$ cat src/rtl/pipe_ctrl_pkg.sv
// Shared types for the pipeline stall/flush sequencer: FSM state encoding,
// the XZR register index and the bundle of register enables/flushes.
package pipe_ctrl_pkg;

    typedef enum logic [1:0] {
        ST_RUN      = 2'd0,
        ST_MEM_WAIT = 2'd1,
        ST_FAULT    = 2'd2,
        ST_ILLEGAL  = 2'd3
    } state_t;

    localparam int XZR_IDX = 31;

    typedef struct packed {
        logic en_pc;
        logic en_ifid;
        logic en_idex;
        logic en_exmem;
        logic en_memwb;
        logic flush_ifid;
        logic flush_idex;
    } ctrl_t;

    // Freeze everything, no bubbles (memory stall).
    localparam ctrl_t CTRL_HOLD = 7'b00000_00;
    // Freeze everything and keep bubbles in IF/ID and ID/EX (reset, fault).
    localparam ctrl_t CTRL_KILL = 7'b00000_11;
    // Free-running pipeline.
    localparam ctrl_t CTRL_GO   = 7'b11111_00;

    // Control for a cycle in which memory is not stalling: a taken branch
    // wins over load-use because the ID instruction is discarded anyway.
    function automatic ctrl_t resolve_ctrl(input logic br_taken, input logic lu);
        ctrl_t c;
        c = CTRL_GO;
        if (br_taken) begin
            c.flush_ifid = 1'b1;
            c.flush_idex = 1'b1;
        end else if (lu) begin
            c.en_pc      = 1'b0;
            c.en_ifid    = 1'b0;
            c.flush_idex = 1'b1;
        end
        return c;
    endfunction

endpackage

$ cat src/rtl/pipe_hazard_ctrl_hazard_detect.sv
// Load-use detector: flags an ID instruction that reads the destination of
// a load still in EX. XZR never carries a dependency.
module hazard_detect
    import pipe_ctrl_pkg::*;
#(
    parameter int REG_W = 5
) (
    input  logic [REG_W-1:0] id_rs1,
    input  logic [REG_W-1:0] id_rs2,
    input  logic             id_use_rs1,
    input  logic             id_use_rs2,
    input  logic             ex_is_load,
    input  logic [REG_W-1:0] ex_rd,
    output logic             lu
);

    logic rd_real;

    assign rd_real = ex_rd != REG_W'(XZR_IDX);

    // Pure combinational compare of the ID sources against the EX load target.
    always_comb begin
        lu = ex_is_load & rd_real &
             ((id_use_rs1 & (id_rs1 == ex_rd)) | (id_use_rs2 & (id_rs2 == ex_rd)));
    end

endmodule

$ cat src/rtl/pipe_hazard_ctrl.sv
// Central stall/flush sequencer for the 5-stage pipeline. Drives the enables
// of PC and the four pipeline registers plus IF/ID and ID/EX flushes, and
// traps a data-memory access that never completes.
// Optional build macro PIPE_HAZARD_PERF_EN adds stall/flush perf counters.
module pipe_hazard_ctrl
    import pipe_ctrl_pkg::*;
#(
    parameter int REG_W       = 5,
    parameter int MEM_TIMEOUT = 16,
    parameter int CNT_W       = 5
) (
    input  logic             clk,
    input  logic             reset,
    input  logic [REG_W-1:0] id_rs1,
    input  logic [REG_W-1:0] id_rs2,
    input  logic             id_use_rs1,
    input  logic             id_use_rs2,
    input  logic             ex_is_load,
    input  logic [REG_W-1:0] ex_rd,
    input  logic             ex_br_taken,
    input  logic             mem_req,
    input  logic             mem_ready,
    output logic             en_pc,
    output logic             en_ifid,
    output logic             en_idex,
    output logic             en_exmem,
    output logic             en_memwb,
    output logic             flush_ifid,
    output logic             flush_idex,
    output logic             mem_fault,
    output logic [1:0]       state
`ifdef PIPE_HAZARD_PERF_EN
    ,
    output logic [31:0]      stall_cycles,
    output logic [31:0]      flush_count
`endif
);

    state_t           cur;
    logic [CNT_W-1:0] wait_cnt;
    logic             lu;
    logic             mstall;
    ctrl_t            ctrl;

    hazard_detect #(.REG_W(REG_W)) u_hazard_detect (
        .id_rs1     (id_rs1),
        .id_rs2     (id_rs2),
        .id_use_rs1 (id_use_rs1),
        .id_use_rs2 (id_use_rs2),
        .ex_is_load (ex_is_load),
        .ex_rd      (ex_rd),
        .lu         (lu)
    );

    assign mstall = mem_req & ~mem_ready;

    // FSM: RUN <-> MEM_WAIT with a wait counter; FAULT is sticky until reset.
    always_ff @(posedge clk or negedge reset) begin
        if (!reset) begin
            cur       <= ST_RUN;
            wait_cnt  <= '0;
            mem_fault <= 1'b0;
        end else begin
            case (cur)
                ST_RUN: begin
                    if (mstall) begin
                        cur      <= ST_MEM_WAIT;
                        wait_cnt <= CNT_W'(1);
                    end
                end
                ST_MEM_WAIT: begin
                    if (!mstall) begin
                        cur      <= ST_RUN;
                        wait_cnt <= '0;
                    end else if (wait_cnt == CNT_W'(MEM_TIMEOUT)) begin
                        cur       <= ST_FAULT;
                        mem_fault <= 1'b1;
                    end else begin
                        wait_cnt <= wait_cnt + CNT_W'(1);
                    end
                end
                ST_FAULT: cur <= ST_FAULT;
                default: begin
                    cur      <= ST_RUN;
                    wait_cnt <= '0;
                end
            endcase
        end
    end

    // Zero-latency control: RUN and the exit cycle of MEM_WAIT resolve the
    // same way, so a hazard frozen during a wait is acted on at exit.
    always_comb begin
        ctrl = CTRL_KILL;
        if (reset) begin
            case (cur)
                ST_RUN, ST_MEM_WAIT: ctrl = mstall ? CTRL_HOLD : resolve_ctrl(ex_br_taken, lu);
                default:             ctrl = CTRL_KILL;
            endcase
        end
    end

    assign en_pc      = ctrl.en_pc;
    assign en_ifid    = ctrl.en_ifid;
    assign en_idex    = ctrl.en_idex;
    assign en_exmem   = ctrl.en_exmem;
    assign en_memwb   = ctrl.en_memwb;
    assign flush_ifid = ctrl.flush_ifid;
    assign flush_idex = ctrl.flush_idex;
    assign state      = cur;

`ifdef PIPE_HAZARD_PERF_EN
    logic br_flush;

    assign br_flush = (cur == ST_RUN || cur == ST_MEM_WAIT) & ~mstall & ex_br_taken;

    // Saturating counters of PC-stalled cycles and taken-branch flushes.
    always_ff @(posedge clk or negedge reset) begin
        if (!reset) begin
            stall_cycles <= '0;
            flush_count  <= '0;
        end else begin
            if (!ctrl.en_pc && cur != ST_FAULT && stall_cycles != '1)
                stall_cycles <= stall_cycles + 32'd1;
            if (br_flush && flush_count != '1)
                flush_count <= flush_count + 32'd1;
        end
    end
`endif

endmodule

$ cat config.mk
export PLATFORM = sky130hd
export DESIGN_NAME = pipe_hazard_ctrl
export DESIGN_NICKNAME = d
export VERILOG_FILES = /design/src/rtl/pipe_ctrl_pkg.sv /design/src/rtl/pipe_hazard_ctrl_hazard_detect.sv /design/src/rtl/pipe_hazard_ctrl.sv
export SDC_FILE = /design/constraint.sdc
export NUM_CORES = 1
export LEC_CHECK = 0
export ABC_AREA = 1
export CAP_MARGIN = 10
export CORE_ASPECT_RATIO = 1.1
export CORE_MARGIN = 4
export CORE_UTILIZATION = 40
export CTS_CLUSTER_DIAMETER = 120
export DETAILED_ROUTE_END_ITERATION = 10
export PLACE_DENSITY = 0.77
export RECOVER_POWER = 25
export SLEW_MARGIN = 20
export SYNTH_ARGS = -nofsm -noshare
export SYNTH_HDL_FRONTEND = slang
export SYNTH_SLANG_ARGS = --single-unit
$ cat constraint.sdc
create_clock -name clk -period 1.8 [get_ports clk]
set_clock_uncertainty 0.15 [all_clocks]
set_input_delay 0.54 -clock clk [delete_from_list [all_inputs] [get_ports clk]]
set_output_delay 0.54 -clock clk [all_outputs]
set_load 0.02 [all_outputs]
==> qor_table.md <==
| Quantity | Reported | Unit |
|---|---|---|
| Delay of the slowest cell on the worst path | 0.13 | ns |
| Peak ir drop on the vdd network | 0.0003028 | V |
| Routed metal-1 wire length | 865 | um |
| Top achievable clock speed | 0.4961 | GHz |
| H-Tree Level Count | 1 | - |
| Setup repair after global routing missed its margin | true | - |
| Core ar. | 1652 | um^2 |
| GP Congestion | 0.8319 | - |
| Shortest clock period the worst path allows after layout | 2.016 | ns |
| # diodes | 0 | - |
| Slowest cell on crit path | sky130_fd_sc_hd__nor2_1 | - |
| Category of the worst setup path launch point | input port | - |
| Violated checks | setup timing | - |
| Total via count in the routed design | 862 | - |
| Number of vias per cell | 4.762 | - |
| Largest net degree at the start of global routing | 9 | - |
| Total count of max-transition violations in the final report | 0 | - |
| Routed Antenna Nets | 0 | - |
| Endpoint type of the worst setup path | primary output | - |
| Synth warn | 0 | - |
| Share of the clock period used by the worst path | 112.0 | % |
| Clock-pin slew reported for the worst setup and hold paths after clock tree synthesis | 0.06 | ns |
| Flops & latches, synth | 8 | - |
| Worst path arrival time | 1.33 | ns |
| TritonCTS clock tree | built | - |
| Area of the mapped netlist | 730.7 | um^2 |
| Final routed DRC violation total | 0 | - |
| Area growth from synthesis to layout | 65.58 | % |
| Most used flip-flop cell after synthesis | sky130_fd_sc_hd__dfrtp_1 | - |
| Cells after DPL | 173 | - |
| Power Dens Cells | 368.3 | nW/um^2 |
| Worst-case clock buffer depth | 2 | - |
| Commonest cells in the synthesized netlist | sky130_fd_sc_hd__nand2_1 (39), sky130_fd_sc_hd__inv_1 (24), sky130_fd_sc_hd__nor2_1 (12) | - |
| Min-Delay Path Class | in -> async | - |
| Detailed route wirelength on metal2 | 937 | um |
| First-iteration detailed-routing DRC count | 13 | - |
| Portion of synthesized cell area occupied by the leading cell type | 27.40 | % |
| Slew at the pin closest to its max-slew limit | 0.4264 | ns |
| Final Core Density | 73.26 | % |
| Distinct cell type count after synthesis | 20 | - |
| Worst slew margin | 71.57 | % |
| Detailed route wirelength on metal3 | 134 | um |
| Grt ovf | 0 | - |
| Path type of the worst setup path | in -> out | - |
| Cell type with the largest total area after synthesis | sky130_fd_sc_hd__dfrtp_1 | - |
| Port bufs | 32 | - |
| Top cell by count, worst path | sky130_fd_sc_hd__nand2_2 | - |
| Final setup margin | -0.2157 | ns |
| Syn Inst Count | 120 | - |
| Maxcap violations | 0 | - |
| HPWL after DPL | 1520 | um |
| Die Span X | 48.75 | um |
| Chip height | 52.83 | um |
| Count of placed standard cells in the final layout, fillers left out | 181 | - |
| First-pass GRT wire length | 3519 | um |
| I/O Pins | 33 | - |
| Number of buffers added by the clock tree synthesis step | 3 | - |
| Placed Area | 1111 | um^2 |
| Root Buffer | sky130_fd_sc_hd__clkbuf_4 | - |
| Number of enable flip-flop cells after synthesis | 0 | - |
| Leakage power summed over all cells | 0.6938 | nW |
| Die Footprint | 2575 | um^2 |
| Final Routed Wirelength | 1961 | um |
| Vias in the first global route | 856 | - |
| Fraction of layout cells with a size suffix above 1 | 42.68 | % |
| Nets | 190 | - |
| WP data required | 1.11 | ns |
| Effective utilization at floorplan | 44.24 | % |
| Critical-path cell list | buf_8 -> nand2_2 -> nand2_1 -> nor2_1 -> nand3_1 -> nand2_2 -> nand3_2 -> nand2_2 -> inv_2 -> buf_6 | - |
| Highest metal layer with signal wires | met4 | - |
| DR WL/cell | 10.83 | um |
| Share of the yosys chip area belonging to registers | 27.40 | % |
| # rows | 15 | - |
| Length of the first detailed-routing pass in iterations | 4 | - |
| Final setup fails | 7 | - |
| Synth area leaders | sky130_fd_sc_hd__dfrtp_1 (27%), sky130_fd_sc_hd__nand2_1 (20%), sky130_fd_sc_hd__inv_1 (12%), sky130_fd_sc_hd__nor2_1 (6.2%), sky130_fd_sc_hd__nand3_1 (5.5%) | - |
| Top-count cell post-synth | sky130_fd_sc_hd__nand2_1 | - |
| Tot GR Track Use | 17.14 | % |
| Outcome | finished, violations left | - |
| Number of antenna violations at the first check in global routing | 0 | - |
| Fin area | 1210 | um^2 |
| Async S/R FF share, synth | 100.0 | % |
| Post-synthesis average cell area | 6.089 | um^2 |
| Worst Path Max Fanout | 4 | - |
| CTS sink cnt | 8 | - |
| Final hold violation count | 0 | - |
| Post-Synthesis Net Count | 145 | - |
| Source-to-sink clock delay at the later pin of the worst-skew pair | 0.26 | ns |
## layout make-up
class / instances / area, um^2
multi-input cells: 80 / 445.4
fillers: 133 / 441.7
repair buffers: 43 / 401.6
clock buffers: 4 / 26.28
well taps: 17 / 21.27
flip-flops and latches: 8 / 201.4
inverters: 29 / 113.9
## worst max-delay path, delay by kind of cell
kind | cells | cell delay, ns
AND/OR/NAND/NOR | 7 | 0.54
buffers and inverters | 3 | 0.26
## cells in the final DEF (no fill, tap or decap), types with 2 or more instances in the layout
cell type and n:
sky130_fd_sc_hd__clkdlybuf4s15_1 2, sky130_fd_sc_hd__o21ai_0 2, sky130_fd_sc_hd__buf_6 17, sky130_fd_sc_hd__o21ai_2 2
sky130_fd_sc_hd__clkbuf_1 3, sky130_fd_sc_hd__nand2_4 2, sky130_fd_sc_hd__inv_1 16, sky130_fd_sc_hd__dlygate4sd2_1 3
sky130_fd_sc_hd__nor2_4 3, sky130_fd_sc_hd__dfrtp_1 7, sky130_fd_sc_hd__o22ai_1 3, sky130_fd_sc_hd__clkbuf_4 3
sky130_fd_sc_hd__nand2_1 32, sky130_fd_sc_hd__buf_8 3, sky130_fd_sc_hd__inv_2 11, sky130_fd_sc_hd__buf_2 4
sky130_fd_sc_hd__ha_1 2, sky130_fd_sc_hd__buf_4 10, sky130_fd_sc_hd__nand2_2 7, sky130_fd_sc_hd__nand3_2 2
sky130_fd_sc_hd__nand3_1 7, sky130_fd_sc_hd__nand4_1 3, sky130_fd_sc_hd__nor2_1 11, sky130_fd_sc_hd__inv_4 2
## logic make-up (layout without fill, tap and decap cells)
logic type               Yosys count  after routing  synth area share (%)
AO/OA/AOI/OAI                      9              9                 8.048
flip-flops                         8              8                 27.40
XOR/XNOR                           1              1                 1.199
AND/OR/NAND/NOR                   68             68                 41.95
adder cells (fa/ha/maj)            2              2                 3.424
buffers and inverters             32             76                 17.98
## per-stage QoR
step	worst slack (ns)	TNS, ns	hold slack, ns	total power, W
6_report	-0.2157	-0.7727	0.2652	0.0004456
5_1_grt	-0.3067	-1.283	0.3042	0.0004736
4_1_cts	-0.2502	-0.8139	0.1748	0.0004421
3_5_place_dp	-1.125	-8.433	0.3081	0.0002895
3_3_place_gp	-1.112	-8.246	0.2966	0.0002884
2_1_floorplan	-0.08267	-0.08267	0.09441	0.0002211
## registers in the layout, indices dropped and copies added, names as in the netlist
name       count
mem_fault      1
wait_cnt       5
state          2
## metal layers
| layer | vias up | global-route usage [%] |
|---|---|---|
| li1 | 456 | - |
| met2 | 29 | 28.26 |
| met3 | 4 | 3.704 |
| met1 | 373 | 20.65 |
| met4 | 0 | 9.417 |
| met5 | - | 0 |
## final timing paths
path                               end        start  cells after the start  slack, ns
setup / recovery                 en_pc     ex_rd[1]                     10      -0.22
hold reg to reg              mem_fault    mem_fault                      2       0.31
setup reg to reg           wait_cnt[0]  wait_cnt[0]                      7       0.35
max in group asynchronous     state[1]        reset                      2       0.92
min in group clk             mem_fault    mem_fault                      2       0.31
hold / removal             wait_cnt[1]        reset                      2       0.27
## repair_timing
item | in CTS | in global routing
setup buffers | 3 | 1
hold buffers | 0 | 0
endpoints found under the hold margin | 0 | 0
endpoints found under the setup margin | 10 | 7
gates resized for setup | 143 | 19
pin swaps | 33 | 15
## report_power, final
part           switching (W)  total (W)  internal, W
clock              0.0000636   0.000149    0.0000850
combinational      0.0000539   0.000117    0.0000632
sequential                 0   0.000180     0.000180
total               0.000117   0.000446     0.000328
Power figures use the tool's default switching activity.
